File: config.mk
export PLATFORM = sky130hd
export DESIGN_NAME = wb_arbiter_flat
export DESIGN_NICKNAME = d
export VERILOG_FILES = /design/src/rtl/mcu_pkg.sv /design/src/rtl/wb_arbiter_if.sv /design/src/rtl/wb_timeout.sv /design/src/rtl/wb_arbiter.sv /design/src/flat_wrapper.sv
export SDC_FILE = /design/constraint.sdc
export NUM_CORES = 1
export LEC_CHECK = 0
export ABC_CLOCK_PERIOD_IN_PS = 2330
export BUFFER_PORTS_ARGS = -buffer_cell sky130_fd_sc_hd__buf_4
export CORE_MARGIN = 1.5
export CORE_UTILIZATION = 30
export DETAILED_ROUTE_END_ITERATION = 7
export PLACE_DENSITY = 0.63
export SLEW_MARGIN = 20
export SYNTH_ARGS = -nofsm -noshare
export SYNTH_HDL_FRONTEND = slang
export SYNTH_HIERARCHICAL = 1
export SYNTH_SLANG_ARGS = --single-unit
File: constraint.sdc
create_clock -name clk -period 2.33 [get_ports clk]
set_input_delay 0.233 -clock clk [delete_from_list [all_inputs] [get_ports clk]]
set_output_delay 0.233 -clock clk [all_outputs]
set_load 0.02 [all_outputs]
File: src/rtl/mcu_pkg.sv
// rtl/mcu_pkg.sv - shared MCU bus constants, arbiter state encoding and helpers
package mcu_pkg;

    typedef enum logic [1:0] {
        ST_IDLE = 2'd0,
        ST_BUSY = 2'd1,
        ST_DONE = 2'd2
    } arb_state_t;

    localparam int NSLAVES   = 4;
    localparam int SLV_WBREG = 0;
    localparam int SLV_GPIO  = 1;
    localparam int SLV_TIMER = 2;
    localparam int SLV_SPARE = 3;

    // Read data returned to a master whose access was terminated by the watchdog
    localparam logic [31:0] TO_DATA = 32'h0;

    function automatic logic [NSLAVES-1:0] slave_onehot(input logic [1:0] sel);
        return NSLAVES'(1) << sel;
    endfunction

endpackage

File: src/rtl/wb_arbiter_if.sv
// rtl/wb_arbiter_if.sv - two-master / four-slave Wishbone bundle around the arbiter
interface wb_arbiter_if #(
    parameter int AW = 15,
    parameter int DW = 32
);
    import mcu_pkg::*;

    logic [AW-1:0]         m0_adr;
    logic [DW-1:0]         m0_dat_o;
    logic                  m0_we;
    logic                  m0_stb;
    logic [DW-1:0]         m0_dat_i;
    logic                  m0_ack;
    logic                  m0_err;

    logic [AW-1:0]         m1_adr;
    logic [DW-1:0]         m1_dat_o;
    logic                  m1_we;
    logic                  m1_stb;
    logic [DW-1:0]         m1_dat_i;
    logic                  m1_ack;
    logic                  m1_err;

    logic [AW-1:0]         s_adr;
    logic [DW-1:0]         s_dat_o;
    logic                  s_we;
    logic [NSLAVES-1:0]    s_stb;
    logic [NSLAVES-1:0]    s_ack;
    logic [NSLAVES*DW-1:0] s_dat_i;

    logic                  busy;
    logic                  owner;

    // Arbiter side: target of both masters, initiator towards the slaves
    modport slave (
        input  m0_adr, m0_dat_o, m0_we, m0_stb,
        output m0_dat_i, m0_ack, m0_err,
        input  m1_adr, m1_dat_o, m1_we, m1_stb,
        output m1_dat_i, m1_ack, m1_err,
        output s_adr, s_dat_o, s_we, s_stb,
        input  s_ack, s_dat_i,
        output busy, owner
    );

    // Environment side: the masters and slave peripherals around the arbiter
    modport master (
        output m0_adr, m0_dat_o, m0_we, m0_stb,
        input  m0_dat_i, m0_ack, m0_err,
        output m1_adr, m1_dat_o, m1_we, m1_stb,
        input  m1_dat_i, m1_ack, m1_err,
        input  s_adr, s_dat_o, s_we, s_stb,
        output s_ack, s_dat_i,
        input  busy, owner
    );

endinterface

File: src/rtl/wb_timeout.sv
// rtl/wb_timeout.sv - loadable down-counter that flags expiry on reaching zero
module wb_timeout #(
    parameter int W = 8
) (
    input  logic         clk,
    input  logic         rst_n,
    input  logic         load,
    input  logic [W-1:0] load_val,
    input  logic         en,
    output logic         expired
);

    logic [W-1:0] count;

    // Parks at zero so expired stays asserted until the next load
    always_ff @(posedge clk or negedge rst_n) begin
        if (!rst_n) begin
            count <= '0;
        end else if (load) begin
            count <= load_val;
        end else if (en && count != '0) begin
            count <= count - W'(1);
        end
    end

    assign expired = (count == '0);

endmodule

File: src/rtl/wb_arbiter.sv
// rtl/wb_arbiter.sv - round-robin two-master Wishbone arbiter with slave decode and ack watchdog
module wb_arbiter
    import mcu_pkg::*;
#(
    parameter int AW      = 15,
    parameter int DW      = 32,
    parameter int TIMEOUT = 255,
    parameter int TOW     = 8
) (
    input  logic         clk,
    input  logic         rst_n,
    wb_arbiter_if.slave  bus
);

    arb_state_t    state;
    logic          win;
    logic [AW-1:0] win_adr;
    logic [DW-1:0] win_dat;
    logic          win_we;
    logic [1:0]    sel;
    logic          grant;
    logic          to_expired;

    // A lone requester wins; on a tie the master that did not go last wins
    always_comb begin
        if (bus.m0_stb && bus.m1_stb) begin
            win = ~bus.owner;
        end else begin
            win = bus.m1_stb;
        end
        win_adr = win ? bus.m1_adr   : bus.m0_adr;
        win_dat = win ? bus.m1_dat_o : bus.m0_dat_o;
        win_we  = win ? bus.m1_we    : bus.m0_we;
    end

    assign grant    = (state == ST_IDLE) && (bus.m0_stb || bus.m1_stb);
    assign sel      = bus.s_adr[AW-1:AW-2];
    assign bus.busy = (state != ST_IDLE);

    // Loaded with TIMEOUT-1 at grant so expiry lines up with the TIMEOUT-th BUSY cycle
    wb_timeout #(.W(TOW)) u_timeout (
        .clk      (clk),
        .rst_n    (rst_n),
        .load     (grant),
        .load_val (TOW'(TIMEOUT - 1)),
        .en       (state == ST_BUSY),
        .expired  (to_expired)
    );

    always_ff @(posedge clk or negedge rst_n) begin
        if (!rst_n) begin
            state        <= ST_IDLE;
            bus.owner    <= 1'b1;
            bus.s_adr    <= '0;
            bus.s_dat_o  <= '0;
            bus.s_we     <= 1'b0;
            bus.s_stb    <= '0;
            bus.m0_dat_i <= '0;
            bus.m0_ack   <= 1'b0;
            bus.m0_err   <= 1'b0;
            bus.m1_dat_i <= '0;
            bus.m1_ack   <= 1'b0;
            bus.m1_err   <= 1'b0;
        end else begin
            bus.m0_ack <= 1'b0;
            bus.m0_err <= 1'b0;
            bus.m1_ack <= 1'b0;
            bus.m1_err <= 1'b0;
            case (state)
                ST_IDLE: begin
                    if (grant) begin
                        bus.owner   <= win;
                        bus.s_adr   <= win_adr;
                        bus.s_dat_o <= win_dat;
                        bus.s_we    <= win_we;
                        bus.s_stb   <= slave_onehot(win_adr[AW-1:AW-2]);
                        state       <= ST_BUSY;
                    end
                end
                ST_BUSY: begin
                    // A real ack beats a watchdog expiry in the same cycle
                    if (bus.s_ack[sel] || to_expired) begin
                        if (bus.owner) begin
                            bus.m1_ack   <= 1'b1;
                            bus.m1_err   <= ~bus.s_ack[sel];
                            bus.m1_dat_i <= bus.s_ack[sel] ? bus.s_dat_i[sel*DW +: DW] : DW'(TO_DATA);
                        end else begin
                            bus.m0_ack   <= 1'b1;
                            bus.m0_err   <= ~bus.s_ack[sel];
                            bus.m0_dat_i <= bus.s_ack[sel] ? bus.s_dat_i[sel*DW +: DW] : DW'(TO_DATA);
                        end
                        bus.s_stb <= '0;
                        state     <= ST_DONE;
                    end
                end
                ST_DONE: begin
                    state <= ST_IDLE;
                end
                default: begin
                    state <= ST_IDLE;
                end
            endcase
        end
    end

endmodule

File: src/flat_wrapper.sv
// flat-port wrapper written by rule: the top's interface ports become plain ports
module wb_arbiter_flat import mcu_pkg::*;
#(
    parameter int AW      = 15,
    parameter int DW      = 32,
    parameter int TIMEOUT = 255,
    parameter int TOW     = 8
)
  (clk, rst_n, bus_m0_adr, bus_m0_dat_o, bus_m0_we, bus_m0_stb, bus_m0_dat_i, bus_m0_ack, bus_m0_err, bus_m1_adr, bus_m1_dat_o, bus_m1_we, bus_m1_stb, bus_m1_dat_i, bus_m1_ack, bus_m1_err, bus_s_adr, bus_s_dat_o, bus_s_we, bus_s_stb, bus_s_ack, bus_s_dat_i, bus_busy, bus_owner);
  wb_arbiter_if #(.AW(AW), .DW(DW)) bus_i ();
  input  logic clk;
  input  logic rst_n;
  input wire logic [$bits(bus_i.m0_adr)-1:0] bus_m0_adr;
  input wire logic [$bits(bus_i.m0_dat_o)-1:0] bus_m0_dat_o;
  input wire logic [$bits(bus_i.m0_we)-1:0] bus_m0_we;
  input wire logic [$bits(bus_i.m0_stb)-1:0] bus_m0_stb;
  output wire logic [$bits(bus_i.m0_dat_i)-1:0] bus_m0_dat_i;
  output wire logic [$bits(bus_i.m0_ack)-1:0] bus_m0_ack;
  output wire logic [$bits(bus_i.m0_err)-1:0] bus_m0_err;
  input wire logic [$bits(bus_i.m1_adr)-1:0] bus_m1_adr;
  input wire logic [$bits(bus_i.m1_dat_o)-1:0] bus_m1_dat_o;
  input wire logic [$bits(bus_i.m1_we)-1:0] bus_m1_we;
  input wire logic [$bits(bus_i.m1_stb)-1:0] bus_m1_stb;
  output wire logic [$bits(bus_i.m1_dat_i)-1:0] bus_m1_dat_i;
  output wire logic [$bits(bus_i.m1_ack)-1:0] bus_m1_ack;
  output wire logic [$bits(bus_i.m1_err)-1:0] bus_m1_err;
  output wire logic [$bits(bus_i.s_adr)-1:0] bus_s_adr;
  output wire logic [$bits(bus_i.s_dat_o)-1:0] bus_s_dat_o;
  output wire logic [$bits(bus_i.s_we)-1:0] bus_s_we;
  output wire logic [$bits(bus_i.s_stb)-1:0] bus_s_stb;
  input wire logic [$bits(bus_i.s_ack)-1:0] bus_s_ack;
  input wire logic [$bits(bus_i.s_dat_i)-1:0] bus_s_dat_i;
  output wire logic [$bits(bus_i.busy)-1:0] bus_busy;
  output wire logic [$bits(bus_i.owner)-1:0] bus_owner;
  assign bus_i.m0_adr = bus_m0_adr;
  assign bus_i.m0_dat_o = bus_m0_dat_o;
  assign bus_i.m0_we = bus_m0_we;
  assign bus_i.m0_stb = bus_m0_stb;
  assign bus_m0_dat_i = bus_i.m0_dat_i;
  assign bus_m0_ack = bus_i.m0_ack;
  assign bus_m0_err = bus_i.m0_err;
  assign bus_i.m1_adr = bus_m1_adr;
  assign bus_i.m1_dat_o = bus_m1_dat_o;
  assign bus_i.m1_we = bus_m1_we;
  assign bus_i.m1_stb = bus_m1_stb;
  assign bus_m1_dat_i = bus_i.m1_dat_i;
  assign bus_m1_ack = bus_i.m1_ack;
  assign bus_m1_err = bus_i.m1_err;
  assign bus_s_adr = bus_i.s_adr;
  assign bus_s_dat_o = bus_i.s_dat_o;
  assign bus_s_we = bus_i.s_we;
  assign bus_s_stb = bus_i.s_stb;
  assign bus_i.s_ack = bus_s_ack;
  assign bus_i.s_dat_i = bus_s_dat_i;
  assign bus_busy = bus_i.busy;
  assign bus_owner = bus_i.owner;
  wb_arbiter #(.AW(AW), .DW(DW), .TIMEOUT(TIMEOUT), .TOW(TOW)) u_core (.clk(clk), .rst_n(rst_n), .bus(bus_i));
endmodule
# == Word-level counts from Yosys, hierarchy flattened ==
# Cells that the tools add are included.
# classes
bitwise,2
n_addsub,1
mul,0
n_reduce_logical,16
n_mux,27
magnitude_cmp,1
shifts,2
n_div,0
eq_ne,3
# ops
operator,n
variable part select 128 x 8 -> 32 bit,1
2-to-1 mux 32 bit,2
2-to-1 mux 8 bit,2
2-to-1 mux 1 bit,15
2-to-1 mux 15 bit,1
AND reduction 3 bit,3
zero test 8 bit,1
2-to-1 mux 4 bit,2
one-hot mux 4 bit (2 select lines),1
nonzero test 8 bit,1
subtractor 8 x 1 -> 8 bit (second input constant),1
nonzero test 2 bit,3
2-to-1 mux 2 bit,2
!= test 2 x 1 -> 1 bit (second input constant),2
one-hot mux 2 bit (2 select lines),1
AND reduction 2 bit,2
left shift 1 x 2 -> 4 bit (first input constant),1
logical AND 1 bit,3
less-than comparator 2 x 3 -> 1 bit (second input constant),1
binary-select mux 1 bit (select 2 bit),1
equality test 2 x 1 -> 1 bit (second input constant),1
zero test 2 bit,1
logical OR 1 bit,2
NOT 1 bit,2
# word_totals
mem_count,0
in_bits,232
output_inout_bits,122
reg_bits,131
wordCells,65
mem_bits_ro,0
mem_bits_rw,0
latch_bits,0

# == Logic depth before layout (Yosys ltp) ==
# depth
depth_word,6
mapped_depth,9

# == By module ==
# The synthesis kept the hierarchy.
# by_module_without_submodules
mod,area_each_um2,seq_area_each_um2,cells_per_inst,instances
wb_arbiter,6262.3,3079.2,531,1
wb_timeout,575.6,200.2,68,1

# == Worst setup path before layout ==
# Ideal clock, no wire load.
# synth_path
path_type,flip-flop to flip-flop
start,reg u_core.u_timeout.count[0]
end,reg u_core.bus.m0_dat_i[10]
path_stages_with_launch,10
setup_slack_ns,-0.163
t_arrival_ns,2.414
n_path_buf,2
path_cell_list,dfrtp_1 > inv_1 > ha_1 > or3b_2 > clkbuf_1 > nor2_1 > nor2b_1 > a221oi_4 > buf_6 > mux2i_1
# synth_via
elab_chain_len,3
# synth_rtl
item,line_no,source
start: declaration,wb_timeout.sv:13,logic [W-1:0] count;
start signal: assignment,wb_timeout.sv:20,count <= load_val;
start signal: assignment,wb_timeout.sv:22,count <= count - W'(1);
zero test 8 bit,wb_timeout.sv:26,assign expired = (count == '0);
net u_core.to_expired,wb_arbiter.sv:22,logic to_expired;
logical OR 1 bit,wb_arbiter.sv:82,if (bus.s_ack[sel] || to_expired) begin
AND reduction 3 bit (no source line),-,
end signal: assignment,wb_arbiter.sv:90,bus.m0_dat_i <= bus.s_ack[sel] ? bus.s_dat_i[sel*DW +: DW] : DW'(TO_DATA);
end: declaration,wb_arbiter_if.sv:37,"output m0_dat_i, m0_ack, m0_err,"
# The timed path passes the listed nets, and every way through them passes these cells.
# A chain may end at the register's enable or synchronous reset.

# == Final worst setup path ==
# layout_path
start,reg u_core.u_timeout.count[0]
end,reg u_core.bus.m0_dat_i[27]
# Same word-level chain as after synthesis.

==> flow_summary.ini <==
[run_status]
status = finished clean

[synth]
synthCells = 599
synthArstFlopShare_pct = 100.0
yosysMostFrequentCell = dfrtp_1
ys_types = 45
synth.area.top_cells = dfrtp_1 48%, mux2i_1 17%, mux4_2 11%
ys_seq_elements = 131
synthFlopType = dfrtp_1
synth.top_cell.area_share_pct = 47.58
synth_common_cells = 130 x dfrtp_1, 113 x mux2i_1, 101 x o21ai_0
synth_edf_count = 0
ys_warn_count = 6
yosysSeqAreaShare_pct = 47.96
syn_avg_cell_area_um2 = 11.42
yosysTopAreaCell = dfrtp_1
syn_area_um2 = 6838

[sta]
finalClockSkew_ns = 0.007564
fin_crit_sh_pct = 97.12
holdWs_ns = 0.02996
tightest_slew_ns = 0.7164
report.final.slew_viol_count = 0
hold_viol = 0
fin_ws_ns = 0.06704
slew_headroom_pct = 52.24
max_freq_mhz = 441.9
setup_viol = 0
period_minus_slack_ns = 2.263
tns_ns = 0

[detailed_routing]
vias = 6075
avgViaCountPerCell = 4.814
wl_met2_mm = 10.92
drc = 0
top_layer = met4
drt-met1-wl_mm = 9.255
antenna_left = 0
drt_wl_total_mm = 22.38
drt_iter0_markers = 286
firstDrtPassIters = 4
wl_met3_mm = 1.854
wl_per_cell_um = 17.74

[setup_path]
required_ns = 2.67
end_kind = flop
cpPeakStageDelay_ns = 0.41
critical_path.max_fanout = 8
crit_path_top_delay_cell = dfrtp_1
crit_arrival_ns = 2.60
path_cells = inv_2 -> ha_4 -> or3b_4 -> nor2_4 -> nor2b_4 -> a221oi_4 -> buf_6 -> clkbuf_16 -> mux2i_1
criticalPathCategory = flop to flop
start_kind = flop

[grt]
grtUsageTotal_pct = 18.43
grt_pass1_vias = 6175
grt-ovfl-total = 0
grt_pass1_wl_mm = 33.59
grt_max_degree = 82
antenna_found_initial = 0

[place]
port_buffers = 353
hpwlAfterDp_mm = 16.61
dp.cells = 1218
gp_congestion = 0.8203
pre_cts_ws_ns = 0.01397

[clock_network]
cts_tree = yes
htree_levels = 4
cts_root_buf = clkbuf_16
cts_buffers = 17
cts_buffer_depth = 2
path_clk_slew_ns = 0.06
clock_latency_ns = 0.42
numClockSinks = 131

[die]
pin_count = 354
die_w_um = 154.0
start_util_pct = 30.39
chipHeight_um = 154.0
core_um2 = 22500
dieArea_um2 = 23710
num_rows = 55

[cells_and_area]
areaGrowthSynthToFinish_pct = 55.08
layout-drive-gt1-share_pct = 47.80
n_antenna_cell = 0
post-route-util_pct = 47.12
final_nets = 1198
instances_no_fill = 1262

[hold_path]
hold_path.class = input pin to flop

[power_and_ir_drop]
p_leak_nw = 5.053
ir_worst_vdd_uv = 548.8
power_density_nw_per_um2 = 1297

[flow_run]
drv_cap = 0
## routing by layer
layer	track usage (%)	vias up
li1	-	2853
met1	23.22	2912
met2	30.32	286
met3	5.750	24
met4	5.502	0
met5	0	-
## worst paths after layout
check	start	end	slack, ns	cells past startpoint
min in group asynchronous	rst_n	u_core/bus.s_dat_o[13]	0.17	2
hold reg to reg	u_core/bus.s_dat_o[30]	u_core/bus.s_dat_o[30]	0.51	2
setup reg to reg	u_core/u_timeout/count[0]	u_core/bus.m0_dat_i[27]	0.07	9
hold / removal	bus_m0_stb	u_core/bus.owner	0.03	2
max in group asynchronous	rst_n	u_core/bus.m1_dat_i[19]	1.38	3
setup / recovery	u_core/u_timeout/count[0]	u_core/bus.m0_dat_i[27]	0.07	9
## metrics by stage
step	total power, mW	instance area [um2]
4_1_cts	13.69	10460
5_1_grt	14.63	10600
6_report	13.75	10600
2_1_floorplan	8.175	6890
3_3_place_gp	10.95	9881
3_5_place_dp	11.04	9881
## repair_timing
action,4_1_cts,5_1_grt
endpoints found under the hold margin,130,0
endpoints found under the setup margin,0,66
hold buffers,1,0
resized for setup,0,6
buffers inserted,0,8
## area by class of cell
class | instances | area (um2)
fillers | 2128 | 11900
inverters | 71 | 266.5
multi-input cells | 361 | 3148
well taps | 285 | 356.6
clock buffers | 17 | 425.4
repair buffers | 382 | 2983
flip-flops and latches | 131 | 3282
clock inverters | 15 | 142.6
## critical path: cells and delay by family (launching register included)
family	cells	cell delay, ns
AND/OR/NAND/NOR	3	0.66
buffers and inverters	3	0.45
AO/OA/AOI/OAI	1	0.33
multiplexers	1	0.20
adder cells (fa/ha/maj)	1	0.14
flip-flops	1	0.41
## layout by cell type (no fill, tap or decap), types with 5 or more instances in the layout
master     instances
o21ai_0          101
buf_12             5
clkbuf_16         19
conb_1             8
nor2b_1            7
dfrtp_1          128
buf_4            370
mux2i_1          113
a21oi_1            6
nand2_1           35
inv_1             69
mux4_2            33
nor2_1             6
## power by group
group          switching, mW  leakage (nW)  internal [mW]
Clock                   1.17         0.275           1.41
Sequential             0.659          1.65           3.30
Combinational           3.95          3.13           3.26
## logic make-up (layout without fill, tap and decap cells)
group | count (synthesis) | in the layout | synth area share, %
compound gates | 126 | 126 | 10.61
fa+ha+maj | 2 | 2 | 0.3659
buf+inv | 113 | 485 | 7.173
flops | 131 | 131 | 47.96
mux | 150 | 150 | 28.11
other cells | 2 | 8 | 0.1098
simple gates | 75 | 75 | 5.672
## sequential cells by signal, indices dropped and copies added (netlist names)
register / flops
u_core/state: 2
u_core/bus.m1_dat_i: 32
u_core/bus.m0_err: 1
u_core/bus.s_we: 1
u_core/u_timeout/count: 8
u_core/bus.m1_ack: 1
u_core/bus.m0_ack: 1
u_core/bus.m0_dat_i: 32
u_core/bus.owner: 1
u_core/bus.s_stb: 4
u_core/bus.m1_err: 1
u_core/bus.s_adr: 15
u_core/bus.s_dat_o: 32
Power figures use the tool's default switching activity.
